File: src/rtl/alu_seq_pkg.sv
// Shared definitions for the byte-serial ALU sequencer.
// Covers ALU op codes, sequencer state encoding and small op-classification helpers.
package alu_seq_pkg;

    localparam int BYTE_W    = 8;
    localparam int NUM_BYTES = 4;
    localparam int DATA_W    = BYTE_W * NUM_BYTES;

    typedef enum logic [2:0] {
        OP_ADD = 3'd0,
        OP_RSH = 3'd1,
        OP_LSH = 3'd2,
        OP_DEC = 3'd3,
        OP_AND = 3'd4,
        OP_OR  = 3'd5,
        OP_XOR = 3'd6,
        OP_CMP = 3'd7
    } alu_op_e;

    typedef enum logic [1:0] {
        ST_IDLE = 2'd0,
        ST_RUN  = 2'd1,
        ST_DONE = 2'd2
    } seq_state_e;

    // RSH needs the upper neighbour's bit, and CMP must see the most significant difference first.
    function automatic logic msb_first(input alu_op_e op);
        return (op == OP_RSH) || (op == OP_CMP);
    endfunction

    // Ops whose c_out chains into the next byte and becomes the final cout.
    function automatic logic carry_op(input alu_op_e op);
        return (op == OP_ADD) || (op == OP_LSH) || (op == OP_RSH);
    endfunction

endpackage

File: src/rtl/alu_seq_alu.sv
// 8-bit combinational ALU: one byte per call, carry/shift bit in and out.
// Also produces byte-compare flags.
module alu_seq_alu
    import alu_seq_pkg::*;
(
    input  alu_op_e           op,
    input  logic [BYTE_W-1:0] a,
    input  logic [BYTE_W-1:0] b,
    input  logic              c_in,
    output logic [BYTE_W-1:0] y,
    output logic              c_out,
    output logic              a_gt,
    output logic              a_eq
);

    logic [BYTE_W:0] sum;

    assign sum  = {1'b0, a} + {1'b0, b} + {{BYTE_W{1'b0}}, c_in};
    assign a_gt = (a > b);
    assign a_eq = (a == b);

    always_comb begin
        y     = '0;
        c_out = 1'b0;
        case (op)
            OP_ADD: begin
                y     = sum[BYTE_W-1:0];
                c_out = sum[BYTE_W];
            end
            OP_RSH: begin
                y     = {c_in, a[BYTE_W-1:1]};
                c_out = a[0];
            end
            OP_LSH: begin
                y     = {a[BYTE_W-2:0], c_in};
                c_out = a[BYTE_W-1];
            end
            OP_DEC: begin
                y     = a - 8'd1;
                c_out = (a == '0);
            end
            OP_AND: y = a & b;
            OP_OR:  y = a | b;
            // XOR doubles as the CMP data output: zero bytes mark equal positions.
            OP_XOR: y = a ^ b;
            OP_CMP: y = a ^ b;
            default: begin
                y     = '0;
                c_out = 1'b0;
            end
        endcase
    end

endmodule

File: src/rtl/alu_seq.sv
// Byte-serial sequencer around the 8-bit ALU.
// Processes 1..4 bytes of a/b per request, then presents a done pulse.
//
// state | meaning
// IDLE  | waiting for start; outputs hold the last completed result
// RUN   | one byte per cycle through the ALU, cnt_q counts down to 0
// DONE  | single-cycle completion, done=1
module alu_seq
    import alu_seq_pkg::*;
(
    input  logic              clk,
    input  logic              reset_n,
    input  logic              start,
    input  logic [2:0]        op,
    input  logic [1:0]        nbm1,
    input  logic [DATA_W-1:0] a,
    input  logic [DATA_W-1:0] b,
    input  logic              cin,
    output logic              busy,
    output logic              done,
    output logic              err,
    output logic [DATA_W-1:0] result,
    output logic              cout,
    output logic              a_larger,
    output logic              equal,
    output logic              zero
);

    seq_state_e        state, state_nxt;
    alu_op_e           op_q;
    logic [1:0]        nbm1_q;
    logic [1:0]        cnt_q;
    logic [1:0]        pos;
    logic [DATA_W-1:0] a_q, b_q;
    logic [DATA_W-1:0] acc_q, acc_nxt;
    logic              carry_q;
    logic              cmp_dec_q, cmp_gt_q;
    logic              cmp_dec_nxt, cmp_gt_nxt;
    logic              accept, dec_bad, last;

    logic [BYTE_W-1:0] alu_a, alu_b, alu_y;
    logic              alu_cin, alu_cout, alu_gt, alu_eq;

    assign accept  = (state == ST_IDLE) && start;
    assign dec_bad = (alu_op_e'(op) == OP_DEC) && (nbm1 != 2'd0);
    assign last    = (cnt_q == 2'd0);

    // cnt_q counts down, so MSB-first ops use it directly as the byte position.
    assign pos     = msb_first(op_q) ? cnt_q : (nbm1_q - cnt_q);
    assign alu_a   = a_q[{pos, 3'b000} +: BYTE_W];
    assign alu_b   = b_q[{pos, 3'b000} +: BYTE_W];
    assign alu_cin = carry_op(op_q) ? carry_q : 1'b0;

    assign cmp_dec_nxt = cmp_dec_q | ~alu_eq;
    assign cmp_gt_nxt  = cmp_dec_q ? cmp_gt_q : alu_gt;

    alu_seq_alu u_alu (
        .op    (op_q),
        .a     (alu_a),
        .b     (alu_b),
        .c_in  (alu_cin),
        .y     (alu_y),
        .c_out (alu_cout),
        .a_gt  (alu_gt),
        .a_eq  (alu_eq)
    );

    always_comb begin
        acc_nxt = acc_q;
        acc_nxt[{pos, 3'b000} +: BYTE_W] = alu_y;
    end

    always_ff @(posedge clk or negedge reset_n) begin
        if (!reset_n) begin
            state <= ST_IDLE;
        end else begin
            state <= state_nxt;
        end
    end

    always_comb begin
        state_nxt = state;
        case (state)
            ST_IDLE: begin
                if (start) begin
                    state_nxt = dec_bad ? ST_DONE : ST_RUN;
                end
            end
            ST_RUN: begin
                if (last) begin
                    state_nxt = ST_DONE;
                end
            end
            ST_DONE: state_nxt = ST_IDLE;
            default: state_nxt = ST_IDLE;
        endcase
    end

    always_comb begin
        busy = (state != ST_IDLE);
        done = (state == ST_DONE);
    end

    always_ff @(posedge clk or negedge reset_n) begin
        if (!reset_n) begin
            op_q      <= OP_ADD;
            nbm1_q    <= '0;
            cnt_q     <= '0;
            a_q       <= '0;
            b_q       <= '0;
            acc_q     <= '0;
            carry_q   <= 1'b0;
            cmp_dec_q <= 1'b0;
            cmp_gt_q  <= 1'b0;
            err       <= 1'b0;
            result    <= '0;
            cout      <= 1'b0;
            a_larger  <= 1'b0;
            equal     <= 1'b0;
            zero      <= 1'b0;
        end else if (accept) begin
            op_q      <= alu_op_e'(op);
            nbm1_q    <= nbm1;
            cnt_q     <= nbm1;
            a_q       <= a;
            b_q       <= b;
            acc_q     <= '0;
            carry_q   <= cin;
            cmp_dec_q <= 1'b0;
            cmp_gt_q  <= 1'b0;
            // A rejected DEC only flags err; the previous result and flags stay visible.
            err       <= dec_bad;
        end else if (state == ST_RUN) begin
            cnt_q     <= cnt_q - 2'd1;
            carry_q   <= alu_cout;
            acc_q     <= acc_nxt;
            cmp_dec_q <= cmp_dec_nxt;
            cmp_gt_q  <= cmp_gt_nxt;
            if (last) begin
                result   <= acc_nxt;
                cout     <= carry_op(op_q) ? alu_cout : 1'b0;
                a_larger <= (op_q == OP_CMP) && cmp_gt_nxt;
                equal    <= (op_q == OP_CMP) && !cmp_dec_nxt;
                zero     <= (acc_nxt == '0);
            end
        end
    end

endmodule

File: config.mk
export PLATFORM = sky130hd
export DESIGN_NAME = alu_seq
export DESIGN_NICKNAME = d
export VERILOG_FILES = /design/src/rtl/alu_seq_pkg.sv /design/src/rtl/alu_seq_alu.sv /design/src/rtl/alu_seq.sv
export SDC_FILE = /design/constraint.sdc
export NUM_CORES = 1
export LEC_CHECK = 0
export ABC_AREA = 0
export CAP_MARGIN = 10
export CORE_MARGIN = 4
export CORE_UTILIZATION = 60
export CTS_BUF_LIST = sky130_fd_sc_hd__clkbuf_16
export CTS_CLUSTER_DIAMETER = 30
export DETAILED_ROUTE_END_ITERATION = 10
export PLACE_DENSITY = 0.86
export SLEW_MARGIN = 20
export SYNTH_ARGS = -nofsm -noshare
export SYNTH_HDL_FRONTEND = slang
export SYNTH_SLANG_ARGS = --single-unit
File: constraint.sdc
create_clock -name clk -period 7.34 [get_ports clk]
set_input_delay 2.202 -clock clk [delete_from_list [all_inputs] [get_ports clk]]
set_output_delay 2.202 -clock clk [all_outputs]
set_load 0.05 [all_outputs]
After elaboration in Yosys (flattened, before gate mapping). Cells that the tools add are included.

Bits in registers: 145. Latch bits: 0. RAM bits: 0. Bits in read-only memories: 0. Logic and storage cells: 86. Memories: 0.

Add/sub/neg operators: 6. Multiply operators: 0. Divide/modulo/power cells: 0. $lt $le $gt $ge: 1. Equality and inequality tests: 13. Shifts and indexed selects: 4. Muxes and demuxes: 21. Bitwise operators: 6. Reductions and logical operators: 19.

Operators with widths (count): 32-bit 2-to-1 mux (2); 32-bit by 6-bit variable part select with 8-bit output (2); 8-bit one-hot mux with 7 select lines (1); 32-bit bitwise mux (1); 32-bit logical NOT (1); 8-bit by 7-bit variable shift with 32-bit output, first input constant (1); 8-bit by 7-bit variable part select with 32-bit output (1); 3-bit == test, second input constant (4); 2-bit 2-to-1 mux (6); 8-bit by 8-bit adder with 9-bit output (1); 9-bit by 1-bit adder with 9-bit output (1); 3-bit by 2-bit == test with 1-bit output, second input constant (3); 1-bit 2-to-1 mux (9); 8-bit AND (1); 8-bit == test (1); 8-bit > comparator (1); 8-bit logical NOT (1); 8-bit OR (1); 8-bit by 1-bit subtractor with 8-bit output, second input constant (1); 8-bit XOR (1); 5-bit negator with 7-bit output (1); 2-bit nonzero test (3); 1-bit logical AND (4); 2-bit logical NOT (2); other kinds (16) (20).

Logic depth before layout (Yosys ltp). Gate-level depths: netlist of run 1.

Depth after elaboration: 11. Depth in mapped cells: 24.

Cells and area by module. A second synthesis of run 1 with hierarchy kept.

Cell total of the unflattened synthesis: 892. Area, all modules: 7932.6 µm².

Modules (own cells, without submodules): alu_seq (instances 1, cells an instance 704, area each 6628.9 µm²); alu_seq_alu (instances 1, cells an instance 188, area each 1303.8 µm²).

Worst setup path after synthesis of run 1. Ideal clock, no wire load.

Path type: register to register. Start point: register cnt_q[0]. End point: register zero. Setup time: 0.122 ns. Arrival time: 4.660 ns. Path slack: 2.558 ns. Cell stages (with the launch flop): 24. Path buffers: 4. Cell sequence: dfrtp_1 ha_1 clkbuf_1 buf_2 a21o_1 nand2_1 inv_1 clkbuf_1 buf_1 nand2_1 nand3_1 and2_1 inv_1 ha_1 a211oi_1 o21bai_1 a2111oi_0 nor3_1 xnor2_1 a21oi_1 a211o_1 o31ai_1 and3_1 a32o_1.

Longest elaborated chain between the ends: 9. Elaborated cells on any way between the ends: 18. Classes of those cells: 5 x add/sub; 4 x shift; 3 x mux; 3 x bitwise; 3 x reduce/logical.

RTL lines: start: declaration (RTL line alu_seq.sv:32) `logic [1:0] cnt_q;`; start signal: assignment (RTL line alu_seq.sv:124) `cnt_q <= nbm1;`; start signal: assignment (RTL line alu_seq.sv:134) `cnt_q <= cnt_q - 2'd1;`; 2-bit subtractor (RTL line alu_seq.sv:49) `assign pos = msb_first(op_q) ? cnt_q : (nbm1_q - cnt_q);`; 2-bit 2-to-1 mux (RTL line alu_seq.sv:49); 32-bit by 6-bit variable part select with 8-bit output (on tied branches) (RTL line alu_seq.sv:50, alu_seq.sv:51); 8-bit by 8-bit adder with 9-bit output (RTL line alu_seq_alu.sv:18) `assign sum = {1'b0, a} + {1'b0, b} + {{BYTE_W{1'b0}}, c_in};`; 9-bit by 1-bit adder with 9-bit output (RTL line alu_seq_alu.sv:18); 8-bit one-hot mux with 7 select lines (RTL line alu_seq_alu.sv:25) `case (op)`; 8-bit by 7-bit variable part select with 32-bit output (RTL line alu_seq.sv:70) `acc_nxt[{pos, 3'b000} +: BYTE_W] = alu_y;`; 32-bit bitwise mux (RTL line alu_seq.sv:70); 32-bit logical NOT (RTL line alu_seq.sv:144) `zero <= (acc_nxt == '0);`; end signal: assignment (RTL line alu_seq.sv:144); end: declaration (RTL line alu_seq.sv:26) `output logic zero`.

Parallel ways exist; a longest one is shown, timed or not. A chain may end at the register's enable or synchronous reset.

Final worst setup path of run 1. Ends and elaborated chain as after synthesis.

==> flow_results.org, run 1 <==
** Run status
- Outcome :: finished, final reports clean

** Floorplanning
- Rows :: 43
- Num ports :: 112
- Die width :: 126.4 microns
- The region available for standard cell placement spans 13830 sq um.
- Effective utilization at floorplan :: 0.6085
- The die covers 15980 sq um.
- Die height :: 126.4 microns

** Synth
- Cell type contributing the most total cell area after synthesis :: dfrtp_1
- Synth warn :: 0
- Syn_nets :: 1109
- For this run, the leading register cell type out of synthesis is dfrtp_1.
- The netlist uses 70 different library cells.
- By area the synthesized netlist is led by dfrtp_1, nand2_1, ha_1.
- After synthesis, the share of flip-flops with an asynchronous set or reset is 1.000.
- Synthesis-stage register bit count :: 145
- Area share of the largest cell type after synthesis :: 0.4313
- Dividing the synthesized area by the synthesized cell count gives 8.405 sq um.
- For this run, the register share of the synthesized area comes to 0.4313.
- Synthesis produced a netlist whose cell count is 1001.
- Cell Area, Synth :: 8413 sq um
- Sorting the synthesized cells by how often they occur yields nand2_1, dfrtp_1, o21ai_0.
- Post-synth EDFFs :: 0
- Most instantiated library cell after synthesis :: nand2_1

** Drt
- Initial detailed-routing violation count :: 637
- Routed wire length per instance :: 19.58 microns
- Detailed Routing Iterations Pass 1 :: 7
- Detailed-route DRC error count :: 0
- The detailed router placed 7840 vias in this run.
- Number of antenna-violating nets in the routed design :: 0
- For this block, the routed nets add up to 24980 microns of wire.
- After detailed routing, the number of vias per cell comes to 6.144.

** Timing
- Accumulated negative setup slack :: 0 ps
- Number of setup violations in the final report :: 0
- In the finished design, the share of the clock period the worst path needs comes to 0.7825.
- The final-report max-slew violation count came to 0.
- Final hold vios :: 0
- Clock skew on the completed layout was measured at 13.05 ps.
- RSZ-0062 raised after global routing :: false
- Slew at the pin closest to its max-slew limit :: 1048 ps
- Relative slew slack :: 0.3013
- Static timing analysis puts the maximum clock frequency at 0.1741 GHz.
- The clock period could shrink to 5743 ps.

** Layout
- Layout-stage area growth over the synthesis result :: 20.95%
- The net count of the finished layout is 1191.
- Ratio of cells with drive above 1 in the final layout :: 0.06843
- Antenna Diode Count :: 0

** Worst setup path
- Category of the worst setup path capture point :: flip-flop
- Classification of the worst setup path :: reg -> reg
- Data required time of the worst path :: 7660 ps
- Of all nets on the critical path, the largest fanout is 18.
- STA puts the critical path data arrival time at 6070 ps.
- Kind of start point of the critical path :: flip-flop

** Placement
- At the end of routability-driven placement, the weighted congestion stood at 1.008.
- In this run the tool buffered the top-level ports with 111 buffer cells.
- After legalization and detailed placement, the total HPWL measured 17770 microns.

** Min path
- The path class of the tightest hold or removal check is reg -> reg.

** Clock tree
- CTS tree :: yes
- The tree is rooted in a clkbuf_16.
- Clock transition at path regs :: 70 ps
- The clock net in this run drives a total of 145 sinks.
- Cts hold-fix bufs :: 0
- Counting the buffers created by CTS gives 17.
- Once the clock tree was built, the setup fixing pass inserted 0 buffers.
- The later pin in the worst-skew pair is clocked with a latency of 430 ps.
- Htree depth :: 4
- After clock tree synthesis, the repair step resized 0 gates.
- The clock passes through at most 2 buffers.

** GRT
- Global routing finished with a remaining overflow of 0.
- Via count of the first global-routing pass :: 7598
- Global-route wire length before repair :: 40380 microns
- Entering global routing, the biggest net connects 102 pins.
- Overall fraction of global-route tracks in use :: 0.3153
- Initial antenna violation count :: 0

** Run
- The tool flagged a number of max-cap violations equal to 0.
## kinds of logic after synthesis
logic type | share of synthesized area
muxes | 0.03183
adders and majority gates | 0.05384
AOI/OAI and AO/OA | 0.1783
xor gates and xnor gates | 0.01383
DFF | 0.4313
buffers and inverters | 0.04328
and+or+nand+nor | 0.2476
## per-stage QoR
step	worst slack, ps	instances	instance area, sq um	util	hold slack [ps]
floorplan	2558	1001	8413	-	439.3
global placement	1762	1244	9607	0.6948	456.9
detailed placement	1708	1244	9607	0.6948	462.5
CTS	1675	1276	10180	0.7360	478.0
global route	1160	1276	10180	0.7360	495.3
finish	1597	1276	10180	0.7360	475.5
## area by class of cell
| class | count | area (sq um) |
|---|---|---|
| inverters | 31 | 116.4 |
| clock buffers | 17 | 425.4 |
| multi-input cells | 764 | 4427 |
| fillers | 1023 | 3651 |
| well taps | 180 | 225.2 |
| clock inverters | 15 | 143.9 |
| repair buffers | 124 | 1210 |
| flip-flops and latches | 145 | 3628 |
## worst max-delay path, cell delays in order, from the launching register on
cell and delay, ps:
dfrtp_1 680, ha_1 900, mux2_2 420, a221oi_1 330, or2_2 280, inv_1 130
fa_1 500, fa_1 450, a21o_1 180, a21oi_1 270, o21bai_1 90, a21oi_1 230
xnor2_1 150, nor2_1 90, o211ai_4 360, o32ai_1 150, and3_1 200, a32o_1 230
## sequential cells by signal, indices dropped and copies added (netlist names), 2 cells and up
register	count
a_q	32
nbm1_q	2
result	32
op_q	3
state	2
b_q	32
acc_q	32
cnt_q	2
## routing by layer
metal,vias up,global-route usage,part of all wire
li1,3611,-,-
met1,3799,0.4660,0.45
met2,375,0.4633,0.45
met3,55,0.07326,0.084
met4,0,0.09842,0.021
met5,-,0,0
## placed cells by master (no fill, tap or decap), types with 20 or more instances in the layout
| cell type | n |
|---|---|
| o21ai_0 | 66 |
| dfrtp_1 | 145 |
| a22o_1 | 28 |
| nor3_1 | 20 |
| a21oi_1 | 63 |
| nand2_1 | 290 |
| clkdlybuf4s50_1 | 110 |
| inv_1 | 28 |
| nor2_1 | 26 |
| nor2b_1 | 40 |
| nand3_1 | 38 |
| ha_1 | 33 |
## worst paths after layout
check	startpoint	end	slack [ps]	cells past startpoint
max in group asynchronous	reset_n	a_q[17]	4380	2
min	result[2]	result[2]	480	2
min in group asynchronous	reset_n	result[25]	1830	1
max	cnt_q[0]	zero	1600	17
max reg2reg	cnt_q[0]	zero	1600	17
min reg2reg	result[2]	result[2]	480	2
Power of run 1 is left out: the tool's default activity adds up to more than one toggle a clock period on the data nets, which glitch-free logic cannot reach.
==> inputs of run 2 (changes only) <==
- CORE_UTILIZATION: 60 -> 56
- PLACE_DENSITY: 0.86 -> 0.81
- clock period: 7.34 -> 5.58 ns (I/O delays scaled with it)
==> flow_results.org, run 2 (synthesized netlist as in run 1, its figures left out) <==
** GRT
- The via count of the first global-routing pass was 7315 (-3.7%).
- The maximum number of pins on one net before global-route repair was 90 (-12%).
- Global-route wire length before repair :: 39210 microns (-2.9%)
- The number of antenna violations at the first check in global routing came to 0 (unchanged).
- Overall fraction of global-route tracks in use :: 0.2987 (-0.01660)
- Residual overflow from global routing :: 0 (unchanged)

** Floorplanning
- The area of the die came to 17050 sq um (+6.7%).
- The initial core utilization came to 0.5745 (-0.03395).
- The number of cell rows was 44 (+2.3%).
- Die height :: 130.6 microns (+3.3%)
- Num ports :: 112 (unchanged)
- The die extent in x came to 130.6 microns (+3.3%).
- The area of the core is 14640 sq um (+5.9%).

** Layout
- The proportion of layout cells with a drive suffix above 1 was 0.07595 (+0.007519).
- Post-Layout Inst Area :: 10260 sq um (+0.86%)
- The antenna diode instance count is 0 (unchanged).
- The count of nets after finishing was 1201 (+0.84%).
- Most common library cell in the layout ignoring fill and taps :: nand2_1
- Layout-stage area growth over the synthesis result :: 22.00%
- The number of standard cells in the final layout excluding fillers came to 1290 (+1.1%).
- Leaving out fill and tap cells, the most frequent cells in the layout are nand2_1, dfrtp_1, clkdlybuf4s50_1, o21ai_0, a21oi_1.

** Drt
- Initial detailed-routing violation count :: 672 (+5.5%)
- Routed wire length per instance :: 19.35 microns (-1.2%)
- The count of vias placed by the detailed router was 7620 (-2.8%).
- Detailed Routing Iterations Pass 1 :: 5 (-2)
- The number of vias per cell after detailed routing came to 5.907 (-3.9%).
- The number of design rule violations left after detail routing was 0 (unchanged).
- The remaining number of nets flagged by the antenna check after routing came to 0 (unchanged).
- Detailed Route WL :: 24960 microns (-0.10%)

** Placement
- Cell total after placement :: 1258 (+1.1%)
- The final weighted congestion in routability-driven placement came to 0.9573 (-5.0%).
- Pre-CTS WS :: 559.0 ps (-1149 ps)
- DP Wirelength :: 18190 microns (+2.3%)
- Count of input and output buffers :: 111 (unchanged)
- Cell area reported after detailed placement :: 9687 sq um (+0.83%)

** Clock tree
- Clock sink count :: 145 (unchanged)
- The number of CTS-inserted buffers is 17 (unchanged).
- The setup fix buffers added after clock tree synthesis was 0 (unchanged).
- Clock transition at path regs :: 60 ps (about the same)
- Maximum buffer depth of the clock tree :: 2 (unchanged)
- TritonCTS built the clock tree.
- Cts hold-fix bufs :: 0 (unchanged)
- The count of H-tree levels built during CTS came to 4 (unchanged).
- Clock latency reported for the late side of the worst-skew pair :: 430 ps (about the same)
- The count of cells resized by post-cts repair is 0 (unchanged).
- The cell sitting at the root of the clock tree is a clkbuf_16.

** Timing
- The worst path setup slack after routing was 430.0 ps (-1167 ps).
- The count of endpoints failing hold in the final timing report came to 0 (unchanged).
- Highest Clock Rate :: 0.1942 GHz (+12%)
- Setup repair after global routing left no endpoint under its margin.
- The clock skew after layout is 11.16 ps (-1.892 ps).
- Final cycle utilization of the critical path :: 0.9229 (+0.1405)
- The final-report max-slew violation count came to 0 (unchanged).
- The minimum clock period after layout was 5150 ps (-593.3 ps).
- Number of setup violations in the final report :: 0 (unchanged)
- The worst max-slew margin expressed relative to the limit came to 0.2464 (-0.05485).
- The actual slew at the worst max-slew pin came to 1122 ps (+73.65 ps).
- Accumulated negative setup slack :: 0 ps (unchanged)

** Min path
- Worst min path class :: reg -> reg

** Worst setup path
- The worst setup path is launched from a flip-flop.
- Classification of the worst setup path :: reg -> reg
- The worst reg-to-reg setup slack was 430 ps (-1170 ps).
- STA classifies the critical path endpoint as a flip-flop.
- Worst-path fanout max :: 16 (-2)
- The data required time at the worst endpoint came to 5900 ps (-1760 ps).
- The critical path data arrival time came to 5470 ps (-600 ps).

** Run status
- Outcome :: finished, final reports clean

** Run
- The number of max-cap violations came to 0 (unchanged).
run 2: cell types whose count changed in the layout (fill, tap and decap cells not counted):
cell,previous run,this run
buf_4,13,23
clkinv_2,2,0
clkinvlp_4,1,3
clkinv_1,0,1
clkinv_4,2,1
clkinv_8,0,1
inv_6,6,5
run 2: worst paths after layout:
path / startpoint / to / depth (start not counted)
worst max-delay path: op_q[1] / zero / 18
worst min-delay path: result[2] / result[2] / 2
worst max register to register: op_q[1] / zero / 18
worst min register to register: result[2] / result[2] / 2
max in group asynchronous: reset_n / acc_q[24] / 2
min in group asynchronous: reset_n / a_q[21] / 1
run 2: stage by stage:
stage,hold WS (ps),utilization
floorplan,439.3,-
global placement,461.3,0.6615
detailed placement,463.8,0.6615
CTS,480.7,0.7009
global route,499.3,0.7009
finish,476.9,0.7009
run 2: layer usage:
layer  vias up  track usage  wire length (microns)
met5         -            0                      0
met4         0      0.07623                    440
met3        42      0.07561                   1786
met2       298       0.4485                  11190
met1      3658       0.4357                  11540
li1       3622            -                      -
run 2: layout make-up:
cell class / instances / area [sq um]
multi-input cells: 764 / 4427
fillers: 1183 / 4380
flip-flops and latches: 145 / 3628
repair buffers: 134 / 1285
clock buffers: 17 / 425.4
well taps: 184 / 230.2
clock inverters: 15 / 151.4
inverters: 31 / 116.4
run 2: worst max-delay path, stage by stage (launching register included):
cell and delay, ps:
dfrtp_1 840, xor2_4 340, a2bb2oi_4 260, nand2_4 180, inv_2 250, nand3_1 90, and2_1 260, fa_1 490
fa_1 430, a21o_1 180, a21oi_1 250, xnor2_1 160, o32a_1 170, a21oi_1 50, o31ai_2 230, a21oi_1 200
and4_1 190, and4_1 190, a32o_1 260
Power of run 2 is left out for the same reason.
